[config.mk]
export PLATFORM = sky130hd
export DESIGN_NAME = ysyx_22041412_lsu
export DESIGN_NICKNAME = d
export VERILOG_FILES = /design/src/rtl/ysyx_22041412_lsu.sv
export SDC_FILE = /design/constraint.sdc
export NUM_CORES = 1
export LEC_CHECK = 0
export BUFFER_PORTS_ARGS = -buffer_cell sky130_fd_sc_hd__buf_2
export CAP_MARGIN = 40
export CORE_AREA = 3 3 159 161
export CTS_CLUSTER_SIZE = 40
export DETAILED_ROUTE_END_ITERATION = 7
export DIE_AREA = 0 0 162 164
export SLEW_MARGIN = 10
export SYNTH_ARGS = -nofsm -noshare
export SYNTH_HDL_FRONTEND = slang
export SYNTH_SLANG_ARGS = --single-unit
[constraint.sdc]
create_clock -name clk -period 5.4 [get_ports clk]
set_input_delay 0.27 -clock clk [delete_from_list [all_inputs] [get_ports clk]]
set_output_delay 0.27 -clock clk [all_outputs]
set_load 0.03 [all_outputs]
[src/rtl/ysyx_22041412_lsu.sv]
// rtl/ysyx_22041412_lsu.sv - MEM-stage load/store unit in front of the data SRAM
//
// Purpose: accepts one load/store at a time, drives the SRAM for exactly one
// issue cycle, waits RD_LAT cycles, captures the (already extended) read data
// and returns it to WB under a valid/ready handshake.
//
// Ports:
//   clk, rst_n                   clock, asynchronous active-low reset
//   req_valid/req_ready          request handshake from EX/MEM
//   req_addr/wdata/wen/func3/rd  request payload
//   resp_valid/resp_ready        response handshake to WB
//   resp_rdata/resp_rd/resp_err  response payload
//   mem_addr/wdata/wen/func3     SRAM request side
//   mem_rdata                    SRAM read data
//   lsu_stall                    holds upstream pipeline registers
//
// Optional feature macro: YSYX_22041412_LSU_MISALIGN_CHK_EN
//   defined   : misaligned requests bypass the SRAM and return resp_err = 1;
//               func3 111 also reports resp_err = 1
//   undefined : resp_err is tied to 0, all addresses are issued unchanged
module ysyx_22041412_lsu #(
  parameter int ADDR_WIDTH = 64,
  parameter int DATA_WIDTH = 64,
  parameter int RD_LAT     = 1
) (
  input  logic                  clk,
  input  logic                  rst_n,
  input  logic                  req_valid,
  output logic                  req_ready,
  input  logic [ADDR_WIDTH-1:0] req_addr,
  input  logic [DATA_WIDTH-1:0] req_wdata,
  input  logic                  req_wen,
  input  logic [2:0]            req_func3,
  input  logic [4:0]            req_rd,
  output logic                  resp_valid,
  input  logic                  resp_ready,
  output logic [DATA_WIDTH-1:0] resp_rdata,
  output logic [4:0]            resp_rd,
  output logic                  resp_err,
  output logic [ADDR_WIDTH-1:0] mem_addr,
  output logic [DATA_WIDTH-1:0] mem_wdata,
  output logic                  mem_wen,
  output logic [2:0]            mem_func3,
  input  logic [DATA_WIDTH-1:0] mem_rdata,
  output logic                  lsu_stall
);

  typedef enum logic [1:0] {S_IDLE, S_ISSUE, S_WAIT, S_RESP} state_t;

  state_t     state;
  logic [3:0] cnt;
  logic [4:0] rd_q;
  logic       zero_q;   // result forced to 0 (store or invalid func3)
  logic       inv;

  assign inv       = (req_func3 == 3'b111);
  assign req_ready = (state == S_IDLE);
  // Stall must cover the accept cycle itself, before the state register moves.
  assign lsu_stall = (state != S_IDLE) | req_valid;

`ifdef YSYX_22041412_LSU_MISALIGN_CHK_EN
  logic mis;
  logic mis_q;
  logic err_q;

  always_comb begin
    mis = 1'b0;
    case (req_func3[1:0])
      2'b01:   mis = (req_addr[0] != 1'b0);
      2'b10:   mis = (req_addr[1:0] != 2'b00);
      2'b11:   mis = (req_addr[2:0] != 3'b000);
      default: mis = 1'b0;
    endcase
  end
`else
  assign resp_err = 1'b0;
`endif

  always_ff @(posedge clk or negedge rst_n) begin
    if (!rst_n) begin
      state      <= S_IDLE;
      cnt        <= 4'd0;
      rd_q       <= 5'd0;
      zero_q     <= 1'b0;
      mem_addr   <= '0;
      mem_wdata  <= '0;
      mem_wen    <= 1'b0;
      mem_func3  <= 3'd0;
      resp_valid <= 1'b0;
      resp_rdata <= '0;
      resp_rd    <= 5'd0;
`ifdef YSYX_22041412_LSU_MISALIGN_CHK_EN
      mis_q      <= 1'b0;
      err_q      <= 1'b0;
      resp_err   <= 1'b0;
`endif
    end else begin
      // Write enable is only ever high for the single ISSUE cycle.
      mem_wen <= 1'b0;
      case (state)
        S_IDLE: begin
          if (req_valid) begin
            rd_q   <= req_rd;
            zero_q <= req_wen | inv;
            state  <= S_ISSUE;
`ifdef YSYX_22041412_LSU_MISALIGN_CHK_EN
            mis_q  <= mis;
            err_q  <= mis | inv;
            // A misaligned request never reaches the SRAM pins.
            if (!mis) begin
              mem_addr  <= req_addr;
              mem_wdata <= req_wdata;
              mem_func3 <= req_func3;
              mem_wen   <= req_wen & ~inv;
            end
`else
            mem_addr  <= req_addr;
            mem_wdata <= req_wdata;
            mem_func3 <= req_func3;
            mem_wen   <= req_wen & ~inv;
`endif
          end
        end
        S_ISSUE: begin
`ifdef YSYX_22041412_LSU_MISALIGN_CHK_EN
          if (mis_q) begin
            // Misaligned: report straight away, one cycle after acceptance.
            resp_valid <= 1'b1;
            resp_rdata <= '0;
            resp_rd    <= rd_q;
            resp_err   <= 1'b1;
            state      <= S_RESP;
          end else begin
            cnt   <= 4'(RD_LAT);
            state <= S_WAIT;
          end
`else
          cnt   <= 4'(RD_LAT);
          state <= S_WAIT;
`endif
        end
        S_WAIT: begin
          if (cnt == 4'd0) begin
            resp_valid <= 1'b1;
            resp_rdata <= zero_q ? '0 : mem_rdata;
            resp_rd    <= rd_q;
`ifdef YSYX_22041412_LSU_MISALIGN_CHK_EN
            resp_err   <= err_q;
`endif
            state      <= S_RESP;
          end else begin
            cnt <= cnt - 4'd1;
          end
        end
        S_RESP: begin
          if (resp_ready) begin
            resp_valid <= 1'b0;
`ifdef YSYX_22041412_LSU_MISALIGN_CHK_EN
            resp_err   <= 1'b0;
`endif
            state      <= S_IDLE;
          end
        end
        default: state <= S_IDLE;
      endcase
    end
  end

endmodule

# Yosys cells after proc, flatten, opt, wreduce, memory -nomap -nowiden
# Cells that the tools add are included.
dict set report totals {
  out_inout_bits 205
  input_bits 205
  register_bits 214
}
dict set report classes {
  n_bitwise 4
  add_sub_neg 1
  n_eq_ne 8
  reduce_logical 10
  muxes 12
}
# op n
set ops {}
lappend ops {{64-bit two-way mux} 1}
lappend ops {{2-bit inequality test, second input constant} 4}
lappend ops {{2-bit one-hot mux with 4 select lines} 1}
lappend ops {{4-bit one-hot mux with 2 select lines} 1}
lappend ops {{2-bit two-way mux} 3}
lappend ops {{2-bit AND reduction} 3}
lappend ops {{3-bit AND reduction} 2}
lappend ops {{2-bit nonzero test} 3}
lappend ops {{2-bit == test, second input constant} 2}
lappend ops {{4-bit zero test} 1}
lappend ops {{1-bit two-way mux} 4}
lappend ops {{4-bit two-way mux} 1}
lappend ops {{4-bit by 1-bit subtractor with 4-bit output, second input constant} 1}
lappend ops {{3-bit == test, second input constant} 1}
lappend ops {{2-bit by 1-bit == test with 1-bit output, second input constant} 1}
lappend ops {{2-bit zero test} 1}
lappend ops {{1-bit OR} 2}
lappend ops {{1-bit one-hot mux with 2 select lines} 1}
lappend ops {{1-bit bitwise AND} 1}
lappend ops {{1-bit inverter} 1}

# Depth between registers and ports, before layout
dict set report logic_depth {
  ltp_word 5
  ltp_mapped 9
  mapped_depth_nobuf 5
}

# Least setup slack after synthesis
# Ideal clock, no wire load.
dict set report synth_path {
  path_type {reg-to-reg}
  from {register state[0]}
  to {register mem_addr[0]}
  synth_period_minus_slack_ns 1.848
  required_ns 5.275
  n_path_buf 2
  stages_incl_launch_ff 7
  arrival_time_ns 1.723
  setup_slack_ns 3.552
  path_cell_list {dfrtp_1 -> inv_1 -> ha_1 -> nand2_1 -> clkbuf_1 -> buf_2 -> mux2_2}
}
dict set report synth_via {
  elab_chain_len 2
}
# element line
set synth_lines {}
lappend synth_lines {{start: declaration} 50} ;# state_t state;
lappend synth_lines {{start signal: assignment} 81} ;# state <= S_IDLE;
lappend synth_lines {{start signal: assignment} 105} ;# state <= S_ISSUE;
lappend synth_lines {{start signal: assignment} 139} ;# state <= S_WAIT;
lappend synth_lines {{2-bit zero test} -}
lappend synth_lines {{via req_ready} 29} ;# output logic req_ready,
lappend synth_lines {{2-bit AND reduction (no source line)} -}
lappend synth_lines {{end signal: assignment} 117} ;# mem_addr <= req_addr;
lappend synth_lines {{end: declaration} 40} ;# output logic [ADDR_WIDTH-1:0] mem_addr,
# The timed path passes the listed nets, and every way through them passes these cells.
# A chain may end at the register's enable or synchronous reset.

# Final worst setup path
dict set report layout_path {
  from {register state[0]}
  to {register resp_rdata[0]}
}
dict set report layout_via {
  elab_chain_len 2
}
# element line
set layout_lines {}
lappend layout_lines {{2-bit == test} 100} ;# case (state)
lappend layout_lines {{2-bit AND reduction (no source line)} -}
lappend layout_lines {{end signal: assignment} 145} ;# resp_rdata <= zero_q ? '0 : mem_rdata;
lappend layout_lines {{end: declaration} 37} ;# output logic [DATA_WIDTH-1:0] resp_rdata,
# No other way between the ends.

==> reports/metrics.yaml <==
floorplan:
  start_util_pct: 34.94
  fp.coreArea_um2: 24110
  fp.dieH_um: 164
  ios: 410
  std_cell_rows: 57
  die_w_um: 162
  die_area_um2: 26570
timing:
  fin_skew_ps: 5.386
  period_needed_ps: 2426
  fin_crit_sh_pct: 44.93
  report.final.hold_viol_count: 0
  max_freq_mhz: 412.2
  setup-tns-final_ps: 0
  relSlewSlack_pct: 49.26
  setup_viol_count_final: 0
  slew_viol_final: 0
  tightest_slew_ps: 761.1
  rsz0062_at_grt: "false"
setup_path:
  critical_path_buf_inv_count: 3
  path_delay_family: "buffers and inverters"
  startpoint: "state[0]$_DFFE_PN0P_"
  path_cells: "inv_1, ha_1, nand4bb_4, buf_16, buf_4, nand2_1, o21ai_0"
  critical_path_class: "flip-flop to flip-flop"
  r2r_start: "state[0]$_DFFE_PN0P_"
  r2r-end: "resp_rdata[0]$_DFFE_PN0P_"
  r2r_cells: 7
  r2r_slack_ps: 2970
  crit_required_ps: 5770
  worst-path-stages: 7
  worstPathArrival_ps: 2790
  cp_max_fo: 65
  worstSetupStartpointType: "flip-flop"
  critPathMaxStageDelay_ps: 470
  critPathCaptureType: "flip-flop"
  endpoint: "resp_rdata[0]$_DFFE_PN0P_"
  slowest_stage: "nand4bb_4"
clock_tree:
  insertion_delay_ps: 510
  root_buffer: "clkbuf_16"
  cts_max_level: 1
  cts.clk_slew.worst_paths_ps: 60
  post-cts-setup-buffers: 0
  hold_buffers: 180
  clock_sinks: 214
  cts_buffers: 24
  postCtsResizedCells: 0
  cts_buffer_depth: 3
  cts_tree: "built"
drt:
  drtPass1Iterations: 4
  routed_wl_mm: 25.33
  drtAntennaViolNets: 0
  drt_iter0_drc: 331
  wl_per_cell_um: 16.18
  vias: 6961
  drc: 0
  vias_per_cell: 4.448
synthesis:
  syn_nets: 854
  synth-seq-cells: 214
  seq_area_frac_synth_pct: 63.58
  synth_cell_type_count: 28
  syn_avg_cell_area_um2: 13.12
  synth_area_um2: 8423
  synth_cells: 642
  ys_warn_count: 0
place:
  gp_congestion: 0.7981
  portBuffers: 408
  place_hpwl_mm: 16.75
  placed_area_um2: 10800
power:
  p_leak_nw: 6.703
  powerDensity_nw_per_um2: 634.4
  vdd_drop_max_mv: 0.4102
grt:
  antenna_found_initial: 0
  globalRouteOverflowTotal: 0
  grt_start_max_net_pins: 123
  track_usage_pct: 18.24
  grt_first_pass_wirelength_mm: 39.20
  first_global_vias: 7310
flow_run:
  cap_violations: 0
layout:
  syn_to_final_growth_pct: 60.00
  fin_nets: 1435
  fin_area_um2: 13480
  fillers: 2046
  drive_above_1_share_pct: 48.06
worst_hold_path:
  min_path_cells: 3
  hold_path_class: "input port to flip-flop"
outcome:
  status: "finished, final reports clean"
-- cells in the final DEF, fill, tap and decap left out --
| master | instances |
|---|---|
| o32a_2 | 1 |
| dlygate4sd3_1 | 180 |
| o311a_2 | 1 |
| mux2_2 | 137 |
| ha_1 | 7 |
| or3b_4 | 1 |
| clkbuf_8 | 2 |
| a222oi_1 | 1 |
| nand4bb_4 | 1 |
| buf_4 | 2 |
| buf_16 | 2 |
| a31oi_1 | 2 |
| nand2b_1 | 65 |
| clkbuf_16 | 25 |
| conb_1 | 1 |
| bufinv_16 | 5 |
| a21oi_1 | 1 |
| nand2_4 | 1 |
| buf_2 | 407 |
| a21o_1 | 1 |
| buf_12 | 2 |
| o21ai_0 | 71 |
| dfrtp_1 | 214 |
| and4bb_4 | 1 |
| a22o_1 | 1 |
| nor3_1 | 1 |
| diode_2 | 1 |
| or4_2 | 1 |
| nand2_1 | 82 |
| nor2_1 | 1 |
| nand3_1 | 2 |
| inv_1 | 7 |
| mux2_1 | 1 |
| clkinv_2 | 7 |
| clkbuf_1 | 5 |
| nor2b_1 | 1 |
-- sequential cells by signal, indices dropped and copies added, names as in the netlist --
| name | cells |
|---|---|
| mem_addr | 64 |
| mem_func3 | 3 |
| mem_wen | 1 |
| cnt | 4 |
| mem_wdata | 64 |
| resp_rd | 5 |
| state | 2 |
| rd_q | 5 |
| resp_valid | 1 |
| zero_q | 1 |
| resp_rdata | 64 |
-- per-layer routing --
metal	GRT usage (%)	routed length, µm	vias up
li1	-	-	3328
met1	21.62	9691	3319
met2	32.42	13110	257
met3	4.010	1675	57
met4	7.018	854	0
met5	0	0	-
-- worst min path at each step --
stage / startpoint / to / slack [ps]
final: mem_rdata[21] / resp_rdata[21]$_DFFE_PN0P_ / 20
after detailed placement: rst_n / resp_rdata[17]$_DFFE_PN0P_ / 420
after floorplan: rst_n / cnt[0]$_DFFE_PN0P_ / -30
after global placement: rst_n / resp_rdata[17]$_DFFE_PN0P_ / 420
after global routing: req_addr[18] / mem_addr[18]$_DFFE_PN0P_ / 10
after CTS: mem_rdata[5] / resp_rdata[5]$_DFFE_PN0P_ / 0.04
-- synth_stat cells, drive strengths merged --
cell type | n | area [µm²]
a21o | 1 | 7.510
a21oi | 1 | 5.000
a222oi | 1 | 10.01
a22o | 1 | 8.760
a31oi | 2 | 12.51
and4bb | 1 | 16.27
buf | 23 | 123.9
clkbuf | 16 | 60.06
conb | 1 | 3.750
dfrtp | 214 | 5355
ha | 7 | 87.58
inv | 7 | 26.28
mux2 | 138 | 1554
nand2 | 83 | 311.6
nand2b | 65 | 406.6
nand3 | 2 | 10.01
nand4bb | 1 | 11.26
nor2 | 1 | 3.750
nor2b | 1 | 6.260
nor3 | 1 | 5.000
o21ai | 71 | 355.3
o311a | 1 | 11.26
o32a | 1 | 11.26
or3b | 1 | 11.26
or4 | 1 | 8.760
-- through the flow --
step	power, mW	std cells	hold slack [ps]	utilization [%]	setup slack [ps]
floorplan	5.478	642	-25.59	-	3552
global placement	6.639	1339	422.9	44.70	2826
detailed placement	6.723	1340	420.1	44.81	2961
CTS	8.603	1563	0.04474	55.78	2937
global route	9.033	1564	12.77	55.90	2680
finish	8.549	1565	23.20	55.91	2974
-- area by class of cell --
cell class	count	area, µm²	area share, %
diodes	1	2.502	0.01857
clock buffers	31	658.1	4.883
clock inverters	12	185.2	1.374
inverters	7	26.28	0.1950
multi-input cells	382	2882	21.38
flip-flops and latches	214	5355	39.74
well taps	324	405.4	3.008
repair buffers	594	3963	29.40
-- report_power, final --
part / leakage (nW) / switching [mW] / internal, mW
registers: 2.59 / 0.390 / 2.39
clock network: 0.419 / 0.647 / 1.10
logic: 3.69 / 2.59 / 1.44
total: 6.70 / 3.63 / 4.92
-- cell families (layout without fill, tap and decap cells) --
logic type | after synthesis | count (layout) | share of synthesized area [%]
adder cells (fa/ha/maj) | 7 | 7 | 1.040
flip-flops | 214 | 214 | 63.58
other | 1 | 2 | 0.04452
AND/OR/NAND/NOR | 157 | 157 | 9.388
AO/OA/AOI/OAI | 79 | 79 | 5.006
multiplexers | 138 | 138 | 18.45
buffers and inverters | 46 | 644 | 2.496
-- worst reg2reg max path, stage by stage, from the launching register on --
cell       delay [ps]
dfrtp_1           410
inv_1             110
ha_1              410
nand4bb_4         470
buf_16            340
buf_4             310
nand2_1           150
o21ai_0            80
No activity file was read; power rests on OpenSTA's default activity.
